**src/rtl/signext_pkg.sv**
```systemverilog
// -----------------------------------------------------------------------------
// signext_pkg
//   Shared definitions for the immediate-extension block.
//   - ext_op_e : extension mode encoding driven on the 2-bit ext_op port
//   - SIGNEXT_IN_W / SIGNEXT_OUT_W : default immediate and result widths
//   - BRANCH_SHIFT : left shift applied in branch-offset mode
// -----------------------------------------------------------------------------
package signext_pkg;

    // Default widths: 16-bit immediate field extended to a 32-bit word.
    localparam int SIGNEXT_IN_W  = 16;
    localparam int SIGNEXT_OUT_W = 32;

    // Branch offsets are word offsets, so the sign-extended value is scaled
    // by 4 to produce a byte offset.
    localparam int BRANCH_SHIFT = 2;

    // Extension mode encoding.
    typedef enum logic [1:0] {
        EXT_SIGN   = 2'b00,  // replicate the sign bit into the upper bits
        EXT_ZERO   = 2'b01,  // fill the upper bits with zeros
        EXT_UPPER  = 2'b10,  // place immediate in the top bits (load-upper)
        EXT_BRANCH = 2'b11   // sign-extend, then scale by 4
    } ext_op_e;

endpackage : signext_pkg

```
**src/rtl/signext_core.sv**
```systemverilog
// -----------------------------------------------------------------------------
// signext_core
//   Purely combinational immediate extender. Produces the OUT_W-bit extended
//   value of an IN_W-bit immediate according to the selected mode.
//
//   Parameters
//     IN_W   : immediate width (bit IN_W-1 is the sign bit)
//     OUT_W  : result width, expected to be at least 2*IN_W
//
//   Ports
//     inst   : in  [IN_W-1:0]  immediate field
//     ext_op : in  [1:0]       extension mode (see signext_pkg::ext_op_e)
//     ext    : out [OUT_W-1:0] extended result
// -----------------------------------------------------------------------------
module signext_core
    import signext_pkg::*;
#(
    parameter int IN_W  = SIGNEXT_IN_W,
    parameter int OUT_W = SIGNEXT_OUT_W
) (
    input  logic [IN_W-1:0]  inst,
    input  logic [1:0]       ext_op,
    output logic [OUT_W-1:0] ext
);

    logic signed [IN_W-1:0]  inst_s;
    logic signed [OUT_W-1:0] sext_s;
    logic        [OUT_W-1:0] zext;
    logic        [OUT_W-1:0] upper;
    logic        [OUT_W-1:0] branch;

    // Signed view of the immediate so the sign extension reads as arithmetic
    // widening rather than manual bit replication.
    assign inst_s = signed'(inst);
    assign sext_s = OUT_W'(inst_s);

    assign zext   = {{(OUT_W-IN_W){1'b0}}, inst};
    assign upper  = {inst, {(OUT_W-IN_W){1'b0}}};

    // Bits shifted out of the top are discarded; the low bits become zero.
    assign branch = unsigned'(sext_s) << BRANCH_SHIFT;

    always_comb begin
        ext = '0;
        case (ext_op_e'(ext_op))
            EXT_SIGN:   ext = unsigned'(sext_s);
            EXT_ZERO:   ext = zext;
            EXT_UPPER:  ext = upper;
            EXT_BRANCH: ext = branch;
            default:    ext = '0;
        endcase
    end

endmodule : signext_core

```
**src/rtl/signext.sv**
```systemverilog
// -----------------------------------------------------------------------------
// signext
//   Registered immediate extender. The combinational extender result is
//   captured on each rising clock edge where in_valid is high; the output is
//   driven only from registers, giving a fixed one-cycle latency with full
//   throughput (one result per cycle, no backpressure).
//
//   Parameters
//     IN_W      : immediate width (default 16)
//     OUT_W     : result width (default 32), must be >= 2*IN_W
//
//   Ports
//     clk       : in  rising-edge clock
//     rst_n     : in  asynchronous active-low reset
//     inst      : in  [IN_W-1:0]  immediate field
//     ext_op    : in  [1:0]       extension mode
//     in_valid  : in  qualifies inst/ext_op for capture
//     data      : out [OUT_W-1:0] registered extended result (held when idle)
//     out_valid : out high for the cycle following a valid capture
// -----------------------------------------------------------------------------
module signext
    import signext_pkg::*;
#(
    parameter int IN_W  = SIGNEXT_IN_W,
    parameter int OUT_W = SIGNEXT_OUT_W
) (
    input  logic             clk,
    input  logic             rst_n,
    input  logic [IN_W-1:0]  inst,
    input  logic [1:0]       ext_op,
    input  logic             in_valid,
    output logic [OUT_W-1:0] data,
    output logic             out_valid
);

    // Upper mode places the whole immediate above an IN_W-wide zero field,
    // so a narrower result cannot represent it.
    if (OUT_W < 2*IN_W) begin : g_width_check
        $error("signext: OUT_W must be at least 2*IN_W");
    end

    logic [OUT_W-1:0] ext_p0;
    logic             vld_p0;
    logic [OUT_W-1:0] data_p1;
    logic             vld_p1;

    // ---- Stage 0: combinational extension of the incoming immediate ----
    signext_core #(
        .IN_W  (IN_W),
        .OUT_W (OUT_W)
    ) u_core (
        .inst   (inst),
        .ext_op (ext_op),
        .ext    (ext_p0)
    );

    assign vld_p0 = in_valid;

    // ---- Stage 1: output register ----
    // The data register is cleared by reset too, so a result pending at reset
    // time is discarded and the output reads zero while reset is held.
    always_ff @(posedge clk or negedge rst_n) begin
        if (!rst_n) begin
            data_p1 <= '0;
            vld_p1  <= 1'b0;
        end else begin
            vld_p1 <= vld_p0;
            if (vld_p0) begin
                data_p1 <= ext_p0;
            end
        end
    end

    assign data      = data_p1;
    assign out_valid = vld_p1;

endmodule : signext

```
**config.mk**
```make
export PLATFORM = sky130hd
export DESIGN_NAME = signext
export DESIGN_NICKNAME = d
export VERILOG_FILES = /design/src/rtl/signext_pkg.sv /design/src/rtl/signext_core.sv /design/src/rtl/signext.sv
export SDC_FILE = /design/constraint.sdc
export NUM_CORES = 1
export LEC_CHECK = 0
export ABC_AREA = 1
export CORE_MARGIN = 1.5
export CORE_UTILIZATION = 44
export DETAILED_ROUTE_END_ITERATION = 7
export PLACE_DENSITY = 0.78
export REMOVE_ABC_BUFFERS = 1
export SYNTH_ARGS = -nofsm -noshare
export SYNTH_HDL_FRONTEND = slang
export SYNTH_SLANG_ARGS = --single-unit
export TNS_END_PERCENT = 20
```
**constraint.sdc**
```tcl
create_clock -name clk -period 0.8 [get_ports clk]
set_input_delay 0.08 -clock clk [delete_from_list [all_inputs] [get_ports clk]]
set_output_delay 0.08 -clock clk [all_outputs]
set_load 0.05 [all_outputs]
```
Word level (Yosys, flattened, before mapping)
Cells that the tools add are included.
{ "op_classes": {"addsub": 0, "multipliers": 0, "div": 0, "order_cmp": 0, "n_eq_ne": 3, "shifts": 0, "mux": 1, "bitwise_logic": 0, "reduce_logical": 1} }
{ "ops": {"columns": ["cell", "count"], "rows": [
  ["$pmux 32 s4", 1],
  ["$eq 2x2->1 const B", 2],
  ["$eq 2x1->1 const B", 1],
  ["$logic_not 2->1", 1]
]} }
{ "word_totals": {"register_bits": 33, "latchBits": 0, "ram_bits": 0, "rom_bits": 0, "input_bits": 21, "output_inout_bits": 33, "memories": 0} }

Logic depth before layout (Yosys ltp)
{ "depth": {"word_depth": 2, "mapped_depth": 6, "ltp_nobuf": 5} }

Hierarchy
A second synthesis with hierarchy kept.
{ "hier_totals": {"hier_cells": 226, "hier_area_um2": 1821.7} }
{ "modules_own_cells": {"columns": ["mod", "n_inst", "cells_each", "area_per_inst_um2", "seq_area_each_um2"], "rows": [
  ["signext", 1, 137, 1317.5, 825.8],
  ["signext_core", 1, 89, 504.2, 0.0]
]} }

Worst setup path after synthesis
No wires, ideal clock.
{ "synth_timing": {"kind": "reg-to-reg", "from": "register, netlist name data[31]", "to": "register data_p1[31], in the netlist data[31]", "t_arrival_ns": 0.731, "path_slack_ns": -0.067, "path_stages_with_launch": 3, "path_buffers": 0, "cell_sequence": "dfrtp_1 nand2_1 o21ai_0"} }
{ "synth_lines": {"columns": ["item", "line", "text"], "rows": [
  ["end signal: assignment", "signext.sv:69", "data_p1 <= ext_p0;"],
  ["end: declaration", "signext.sv:44", "logic [OUT_W-1:0] data_p1;"]
]} }

Worst setup path after layout
{ "layout_timing": {"from": "register data_p1[10], in the netlist data[10]", "to": "output data[10]"} }
{ "layout_lines": {"columns": ["item", "line", "text"], "rows": [
  ["end: declaration", "signext.sv:32", "output logic [OUT_W-1:0] data,"]
]} }
No word-level cell between the ends.

==> run metrics <==
status=complete, but fails checks; failing checks=negative setup slack; Iteration-0 DRC Markers=191; post-synthesis compound-gate area fraction=0.0976; leakage=0.00136 uW; FF-to-FF path depth=2; GPL Wtd Cong=0.822; register area share after synthesis=0.537; WL/cell=21.0 um; Mapped Area=0.00154 mm2; share of layout cells above drive strength 1=0.342; max-slew violations=0; htree depth=2; Rel. slew slack=0.818; Hold Crit Class=in2async; Achievable Freq=0.945 GHz; Layout area overhead=84.9%; Setup CP Type=reg2out; chip height=62.1 um; Clock Sinks=33; Worst EP required=0.72 ns; hpwl dp=3100 um; top cell type's share of synthesized area=0.537; wire length of the first global-routing pass=8870 um; Tcrit/Tclk final=1.32; pre-CTS setup slack=-0.587 ns; Placed Instances=292; clk buf depth=2; vias in the first global route=1762; clock root buffer=clkbuf_4; die area=0.00386 mm2; # nets final=287; Total GRT Usage=0.298; initial antenna violation count=0; Inserted Diodes=0; CTS Buf Count=5; mean post-synth cell area=7.89 um2; library cells used by synthesis=13; global route overflow=0; Area after DPL=0.00252 mm2; I/O Pins=54; post-route cell area=0.00284 mm2; YS warnings=0; Final Hold Vio Count=0; main combinational cell family by area after synthesis=simple AND/OR/NAND/NOR gates; biggest cell delay along the critical path=0.45 ns; adder-cell share of the synthesized area=0; WL final=6540 um; remaining antenna violation count after routing=0; Avg Vias per Cell=6.01; Arr. time, crit path=0.98 ns; CP Cell Sequence=buf_12; P per Cell Area=1840 mW/mm2; worst slew pin tran=0.273 ns; dominant cell type by area after synthesis=dfrtp_1; initial core utilization=0.461; Worst-path clk slew=0.11 ns; Final Power=5230 uW; fin worst setup slack=-0.258 ns; min Tclk post-route=1.06 ns; CORE AREA=0.00334 mm2; Rows=21; Peak VDD IR=1270 uV; top area cells in the synthesized netlist=dfrtp_1 (54%), nand2_1 (16%), nand3_1 (11%); CP Capture Type=output pin; TritonCTS clock tree=built; drt drc=0; Synth Instances=195; Synth Area in XOR/XNOR=0; Fillers=155; via count=1876; Crit path depth=1; Largest delay share family, worst path=flip-flops; crit start category=flip-flop; largest net degree at the start of global routing=34; crit path buf inv count=1; PortBufs=53; Cell Count, Final, Fillers Out=312; setup repair after global routing missed its margin=yes; clk_skew=0 ns; DR pass1 iterations=5; Yosys reg bits=33; CP max FO=2; simple-gate area share of the yosys netlist=0.308; die span in x=62.1 um; multiplexer share of the synthesized area=0; slowest cell on the critical path=dfrtp_1; # setup viols final=51; Worst-Skew Late Latency=0.35 ns; reported max-cap violation count=0
-- worst register-to-register path: stages (launching register included) --
cell,delay [ns]
dfrtp_1,0.45
nor2_1,0.09
a21oi_1,0.20
-- Yosys cell counts, drive strengths merged --
| master | number |
|---|---|
| nor2 | 15 |
| clkbuf | 4 |
| inv | 4 |
| nand3 | 34 |
| buf | 9 |
| nand2 | 66 |
| a21oi | 28 |
| dfrtp | 33 |
| o21ai | 2 |
-- metrics by stage --
step	util	hold WS [ns]	TNS, ns
CTS	0.818	0.104	-6.97
detailed placement	0.754	0.471	-17.74
floorplan	-	-0.216	-1.66
global route	0.852	0.106	-9.32
finish	0.852	0.0891	-8.19
global placement	0.754	0.465	-16.58
-- worst paths after layout --
kind / from / to / slack (ns)
setup / recovery: data[10] / data[10] / -0.26
hold / removal: rst_n / data[13] / 0.09
setup reg to reg: data[10] / data[10] / -0.03
hold reg to reg: data[26] / data[26] / 0.56
max in group asynchronous: rst_n / data[22] / 0.53
min in group clk: in_valid / out_valid / 0.28
-- area by class of cell --
cell class	count	area, um2	share of cell area
Sequential cell	33	826	0.290
Timing Repair Buffer	76	1140	0.400
Timing Repair inverter	1	7.51	0.00264
Tap cell	46	57.6	0.0202
Clock buffer	7	55.1	0.0194
Multi-Input combinational cell	145	737	0.259
Inverter	4	22.5	0.00792
-- routing by layer --
layer	GRT usage	vias to the layer above	wire length, um
li1	-	780	-
met4	0.161	0	345
met5	0	-	0
met1	0.355	866	2290
met3	0.0707	47	670
met2	0.501	183	3240
-- report_power, final --
group          switching (uW)  leakage, uW  internal [uW]  total [uW]
combinational            1170     0.000919            999        2170
sequential                214     0.000405           1840        2050
clock                     592    0.0000314            415        1010
total                    1980      0.00136           3250        5230
-- what timing repair did --
item	4_1_cts	5_1_grt
cloned	3	0
pin swaps	2	0
hold buffers	0	0
gates resized for setup	19	29
buffers inserted	7	3
endpoints found under the setup margin	65	61
-- cell usage in the layout, fill, tap and decap left out --
cell type        instances
o21ai_1                  1
nand2_1                 62
buf_16                   2
nand3_2                  9
clkbuf_1                 1
buf_12                  37
o21ai_0                  1
nor2_1                  12
buf_4                   11
nand3_4                  1
clkdlybuf4s50_1         16
inv_2                    2
a21oi_2                  6
clkbuf_4                 5
clkinvlp_4               3
dfrtp_1                 33
nand2_2                  4
nand3_1                 24
clkbuf_8                 1
a21oi_1                 22
dlygate4sd2_1            3
buf_6                    6
nor2_4                   3
buf_2                    1
-- cells by family (layout without fill, tap and decap cells) --
kind of cell	Yosys count	in the layout
AO/OA/AOI/OAI	30	30
AND/OR/NAND/NOR	115	115
buffers and inverters	17	88
flip-flops	33	33
-- registers in the layout, summed over array words and instances, names as in the netlist --
name,cells
out_valid,1
data,32
Note: power is estimated with default switching activity, not from simulation.
==> RTL change 1, RTL diff (config.mk and constraints unchanged) <==
The package constant `SIGNEXT_IN_W` goes from 16 to 14.
--- a/src/rtl/signext_pkg.sv
+++ b/src/rtl/signext_pkg.sv
@@ -9,5 +9,5 @@
 
     // Default widths: 16-bit immediate field extended to a 32-bit word.
-    localparam int SIGNEXT_IN_W  = 16;
+    localparam int SIGNEXT_IN_W  = 14;
     localparam int SIGNEXT_OUT_W = 32;
 
Ports: changed (resized inst); port bits go from 54 to 52. The function was not compared with the original's and may differ.
==> RTL change 1 against the unedited design <==
The run still ends with setup timing left. Area after synthesis rose by 1.6%. Routed wire length fell by 34%. Highest routed layer unchanged. Largest power group unchanged. Design area fell by 3.5%. Clock skew did not move. Sequential cell count fell by 2. Maximum frequency fell by 5.5%. Worst setup slack got worse by 0.061 ns. Critical endpoint is now data[21]. Non-clock buffer count rose by 1. Global-route usage fell by 5.1 points. Total power rose by 2.0%.
==> RTL change 1: results (changes against the unedited design) <==
.. list-table::
   :header-rows: 1

   * - Metric
     - Value
   * - Worst-skew pair later-pin latency
     - 0.34 ns
   * - Total sequential power
     - 1.91 mW (-7%)
   * - Share of post-route cells with drive strength above 1
     - 42.3% (+8.1 points)
   * - Total via count in the routed design
     - 1504 (-20%)
   * - Length of routed wiring on met1
     - 1720 um (-25%)
   * - Setup tns final
     - -7.90 ns (+0.283 ns)
   * - Synth cell count leaders
     - sky130_fd_sc_hd__nand2_1 (42), sky130_fd_sc_hd__dfrtp_1 (31), sky130_fd_sc_hd__nor2_2 (16)
   * - Max incr delay on CP
     - 0.42 ns (-0.03 ns)
   * - Via count of the first global-routing pass
     - 1587 (-9.9%)
   * - Port buffer count
     - 51 (-3.8%)
   * - Met2 layer wire length in the routed design
     - 2260 um (-30%)
   * - Worst relative slew slack
     - 72.1% (-9.8 points)
   * - Depth of the most critical reg-to-reg path
     - 4 (+2)
   * - CTS max path bufs
     - 2 (unchanged)
   * - Capturing instance or port of the critical path
     - data[21]
   * - Result of the run
     - finished with violations
   * - Switching power share of the total
     - 34.6% (-3.3 points)
   * - Detailed router's first-iteration violation count
     - 57 (-70%)
   * - CP Max Fanout
     - 2 (unchanged)
   * - Met3 routed WL
     - 202 um (-70%)
   * - Setup violators final
     - 38 (-25%)
   * - 1st-pass router iterations
     - 4 (-1)
   * - Launching instance or port of the critical path
     - data[21]
   * - Global-route usage over all layers
     - 24.7% (-5.1 points)
   * - Fraction of the yosys area taken by sequential cells
     - 49.6% (-4.1 points)
   * - Resize count post-CTS
     - 25 (+6)
   * - Fill cell instance count of the final layout
     - 227 (+46%)
   * - Placed wire-length estimate
     - 3150 um (+1.5%)
   * - Worst vdd ir
     - 1340 uV (+5.8%)
   * - Max reg flops
     - 30 (-6.3%)
   * - GR met2 Demand/Resource
     - 42.2% (-7.9 points)
   * - First-pass GRT wire length
     - 7510 um (-15%)
   * - Worst path setup slack after routing
     - -0.319 ns (-0.0612 ns)
   * - Routability cong.
     - 0.825 (+0.38%)
   * - Area contributors post-synth
     - sky130_fd_sc_hd__dfrtp_1 (50%), sky130_fd_sc_hd__nand2_1 (10%), sky130_fd_sc_hd__nor2_2 (6.4%)
   * - Violated checks
     - setup timing
   * - Arrival time at the worst endpoint
     - 1.04 ns (+0.06 ns)
   * - Global-route track usage on met3
     - 5.77% (-1.3 points)
   * - Final net count
     - 271 (-5.6%)
   * - Pin count of the biggest net entering global routing
     - 32 (-5.9%)
   * - Logic pwr share
     - 39.6% (-1.9 points)
   * - Static leakage power
     - 1.30 nW (-4.2%)
   * - Register-to-register setup slack
     - -0.12 ns (-0.09 ns)
   * - Post-CTS setup buffer count
     - 2 (-5)
   * - Number of different library cells in the post-synthesis netlist
     - 19 (+6)
-- RTL change 1: per-stage QoR --
stage	cells	hold slack, ns	power [mW]	setup WS (ns)	instance area, sq um
after detailed placement	289	0.478	4.00	-0.632	2590
final	299	0.0804	5.34	-0.319	2740
after global placement	289	0.460	3.96	-0.522	2590
after floorplan	168	-0.216	2.77	-0.719	1490
after global routing	299	0.0967	5.54	-0.352	2740
after CTS	299	0.0898	5.37	-0.321	2740
-- RTL change 1: cell families (layout without fill, tap and decap cells) --
kind of cell    Yosys count  count (layout)  synth area share [%]
buf+inv                  21              96                  7.61
flops                    31              31                  49.6
compound gates           26              26                  10.2
simple gates            100             100                  32.5
-- RTL change 1: final cells by class --
class                   instances  area (sq um)  share of cell area [%]
clock buffers                   6          51.3                    1.87
repair buffers                 77          1080                    39.5
clock inverters                 2          35.0                    1.28
flip-flops and latches         31           777                    28.3
well taps                      46          57.6                    2.10
inverters                      11          46.3                    1.69
multi-input cells             126           693                    25.3
==> RTL change 2, RTL diff (same settings) <==
Without the edit above. Make the reset (`rst_n`) synchronous in one clocked block. Comments in the files are not updated.
--- a/src/rtl/signext.sv
+++ b/src/rtl/signext.sv
@@ -60,5 +60,5 @@
     // The data register is cleared by reset too, so a result pending at reset
     // time is discarded and the output reads zero while reset is held.
-    always_ff @(posedge clk or negedge rst_n) begin
+    always_ff @(posedge clk) begin
         if (!rst_n) begin
             data_p1 <= '0;
Function: differs if rst_n is asserted again (counterexample within 4 cycles, from zero or initial values and one cycle with rst_n low); with rst_n held inactive, the same outputs for 10 cycles.
==> RTL change 2 against the unedited design <==
Design area decreased by 7.5%. Area after synthesis decreased by 0.49%. Total power decreased by 21%. Synthesized cell count increased by 16%. Routed wire length decreased by 31%. Critical path type unchanged. Clock skew unchanged. Sequential cell count unchanged. The run still ends with setup timing left. Worst setup slack improved by 0.12 ns. Global-route usage decreased by 3.3 points. Utilization decreased by 6.4 points.
==> RTL change 2: results (changes against the unedited design) <==
.. list-table::
   :header-rows: 1

   * - Metric
     - Value
   * - Worst-case clock skew
     - 0 ns (unchanged)
   * - Clock Pin Slew Worst Setup and Hold Paths
     - 0.10 ns
   * - 1st-pass router iterations
     - 4 (-1)
   * - Number of clock buffers inserted by TritonCTS
     - 5 (unchanged)
   * - Setup tns final
     - -3.94 ns (+4.25 ns)
   * - Pin count of the biggest net entering global routing
     - 34 (unchanged)
   * - Per-cell routed wire length
     - 13.4 um (-36%)
   * - Placed wire-length estimate
     - 3040 um (-2.0%)
   * - Via count of the first global-routing pass
     - 1618 (-8.2%)
   * - CP Max Fanout
     - 2 (unchanged)
   * - CTS max path bufs
     - 2 (unchanged)
   * - Routability cong.
     - 0.830 (+1.1%)
   * - Setup violators final
     - 33 (-35%)
   * - Arrival time at the worst endpoint
     - 0.86 ns (-0.12 ns)
   * - Kind of cell with the highest combined delay on the critical path
     - flip-flops
   * - Synth cell count leaders
     - sky130_fd_sc_hd__nand2_1 (104), sky130_fd_sc_hd__dfxtp_1 (33), sky130_fd_sc_hd__a21oi_1 (18)
   * - Antenna cells
     - 0 (unchanged)
   * - Area contributors post-synth
     - sky130_fd_sc_hd__dfxtp_1 (43%), sky130_fd_sc_hd__nand2_1 (26%), sky130_fd_sc_hd__a21oi_1 (5.9%)
   * - Critical path's slowest cell
     - sky130_fd_sc_hd__dfxtp_2
   * - Worst path setup slack after routing
     - -0.137 ns (+0.122 ns)
   * - Max incr delay on CP
     - 0.38 ns (-0.07 ns)
   * - First-pass GRT wire length
     - 7400 um (-17%)
   * - Total via count in the routed design
     - 1711 (-8.8%)
   * - Level count of the clock H-tree
     - 2 (unchanged)
   * - Result of the run
     - finished with violations
   * - Final net count
     - 311 (+8.4%)
   * - Fraction of the yosys area taken by sequential cells
     - 43.2% (-11 points)
   * - Max reg flops
     - 32 (unchanged)
   * - Worst min path class
     - in2reg
   * - Worst vdd ir
     - 1090 uV (-14%)
   * - Number of antenna violations at the first check in global routing
     - 0 (unchanged)
   * - Static leakage power
     - 1.27 nW (-6.6%)
   * - Worst-skew pair later-pin latency
     - 0.33 ns (-0.02 ns)
   * - Share of post-route cells with drive strength above 1
     - 33.7% (-0.53 points)
   * - Root Driver
     - sky130_fd_sc_hd__clkbuf_4
   * - YS warnings
     - 0 (unchanged)
   * - Number of different library cells in the post-synthesis netlist
     - 18 (+5)
   * - Port buffer count
     - 53 (unchanged)
   * - Detailed router's first-iteration violation count
     - 112 (-41%)
   * - Global-route usage over all layers
     - 26.5% (-3.3 points)
   * - Critical path class
     - reg2out
   * - Fraction of registers with async set/reset
     - 0% (-100 points)
   * - Antenna-violating nets left
     - 0 (unchanged)
   * - Violated checks
     - setup timing
   * - Tightest Pin Transition
     - 0.334 ns (+0.0611 ns)
## RTL change 2: kinds of logic (layout without fill, tap and decap cells)
group                  Yosys count  after routing  share of synthesized area, %
buffers and inverters           33             97                          11.0
and+or+nand+nor                124            125                          34.0
AOI/OAI and AO/OA               36             36                          11.9
DFF                             33             33                          43.2
## RTL change 2: worst min-delay path: stages
cell and delay [ns]:
sky130_fd_sc_hd__dlygate4sd2_1 0.25, sky130_fd_sc_hd__nand2_2 0.11, sky130_fd_sc_hd__inv_1 0.07
## RTL change 2: path summary, 6_finish.rpt
path | slack (ns) | cells after the start | from | end
setup / recovery | -0.14 | 1 | data[18] | data[18]
hold / removal | 0.20 | 3 | rst_n | out_valid
setup reg to reg | 0.07 | 2 | data[24] | data[24]
hold reg to reg | 0.49 | 2 | data[0] | data[0]
## RTL change 2: routing by layer
metal | track usage (%) | wire (um)
met5 | 0 | 0
met2 | 43.8 | 2230
met4 | 13.1 | 190
met3 | 7.66 | 359
met1 | 31.5 | 1750
## RTL change 2: power by group
group / switching (mW) / internal (mW) / total [mW]
logic: 0.731 / 0.633 / 1.36
clock network: 0.563 / 0.350 / 0.914
registers: 0.113 / 1.77 / 1.88
total: 1.41 / 2.75 / 4.16
## RTL change 2: cell type report
type / count / area [sq um]
inverters: 19 / 73.8
repair buffers: 70 / 1010
fillers: 236 / 707
multi-input cells: 161 / 734
flip-flops and latches: 33 / 709
well taps: 46 / 57.6
clock buffers: 8 / 48.8
## RTL change 2: timing repair
action                     in CTS  in global routing
setup endpoints to repair      65                 33
buffers inserted                1                  0
gates cloned                    1                  0
gates resized for setup        47                  3
pin swaps                       1                  0
## RTL change 2: per-stage QoR
stage	worst slack, ns	std cells	instance area (sq um)
finish	-0.137	337	2630
detailed placement	-0.589	327	2470
CTS	-0.144	337	2620
global placement	-0.538	327	2470
global route	-0.168	337	2630
floorplan	-0.138	212	1440
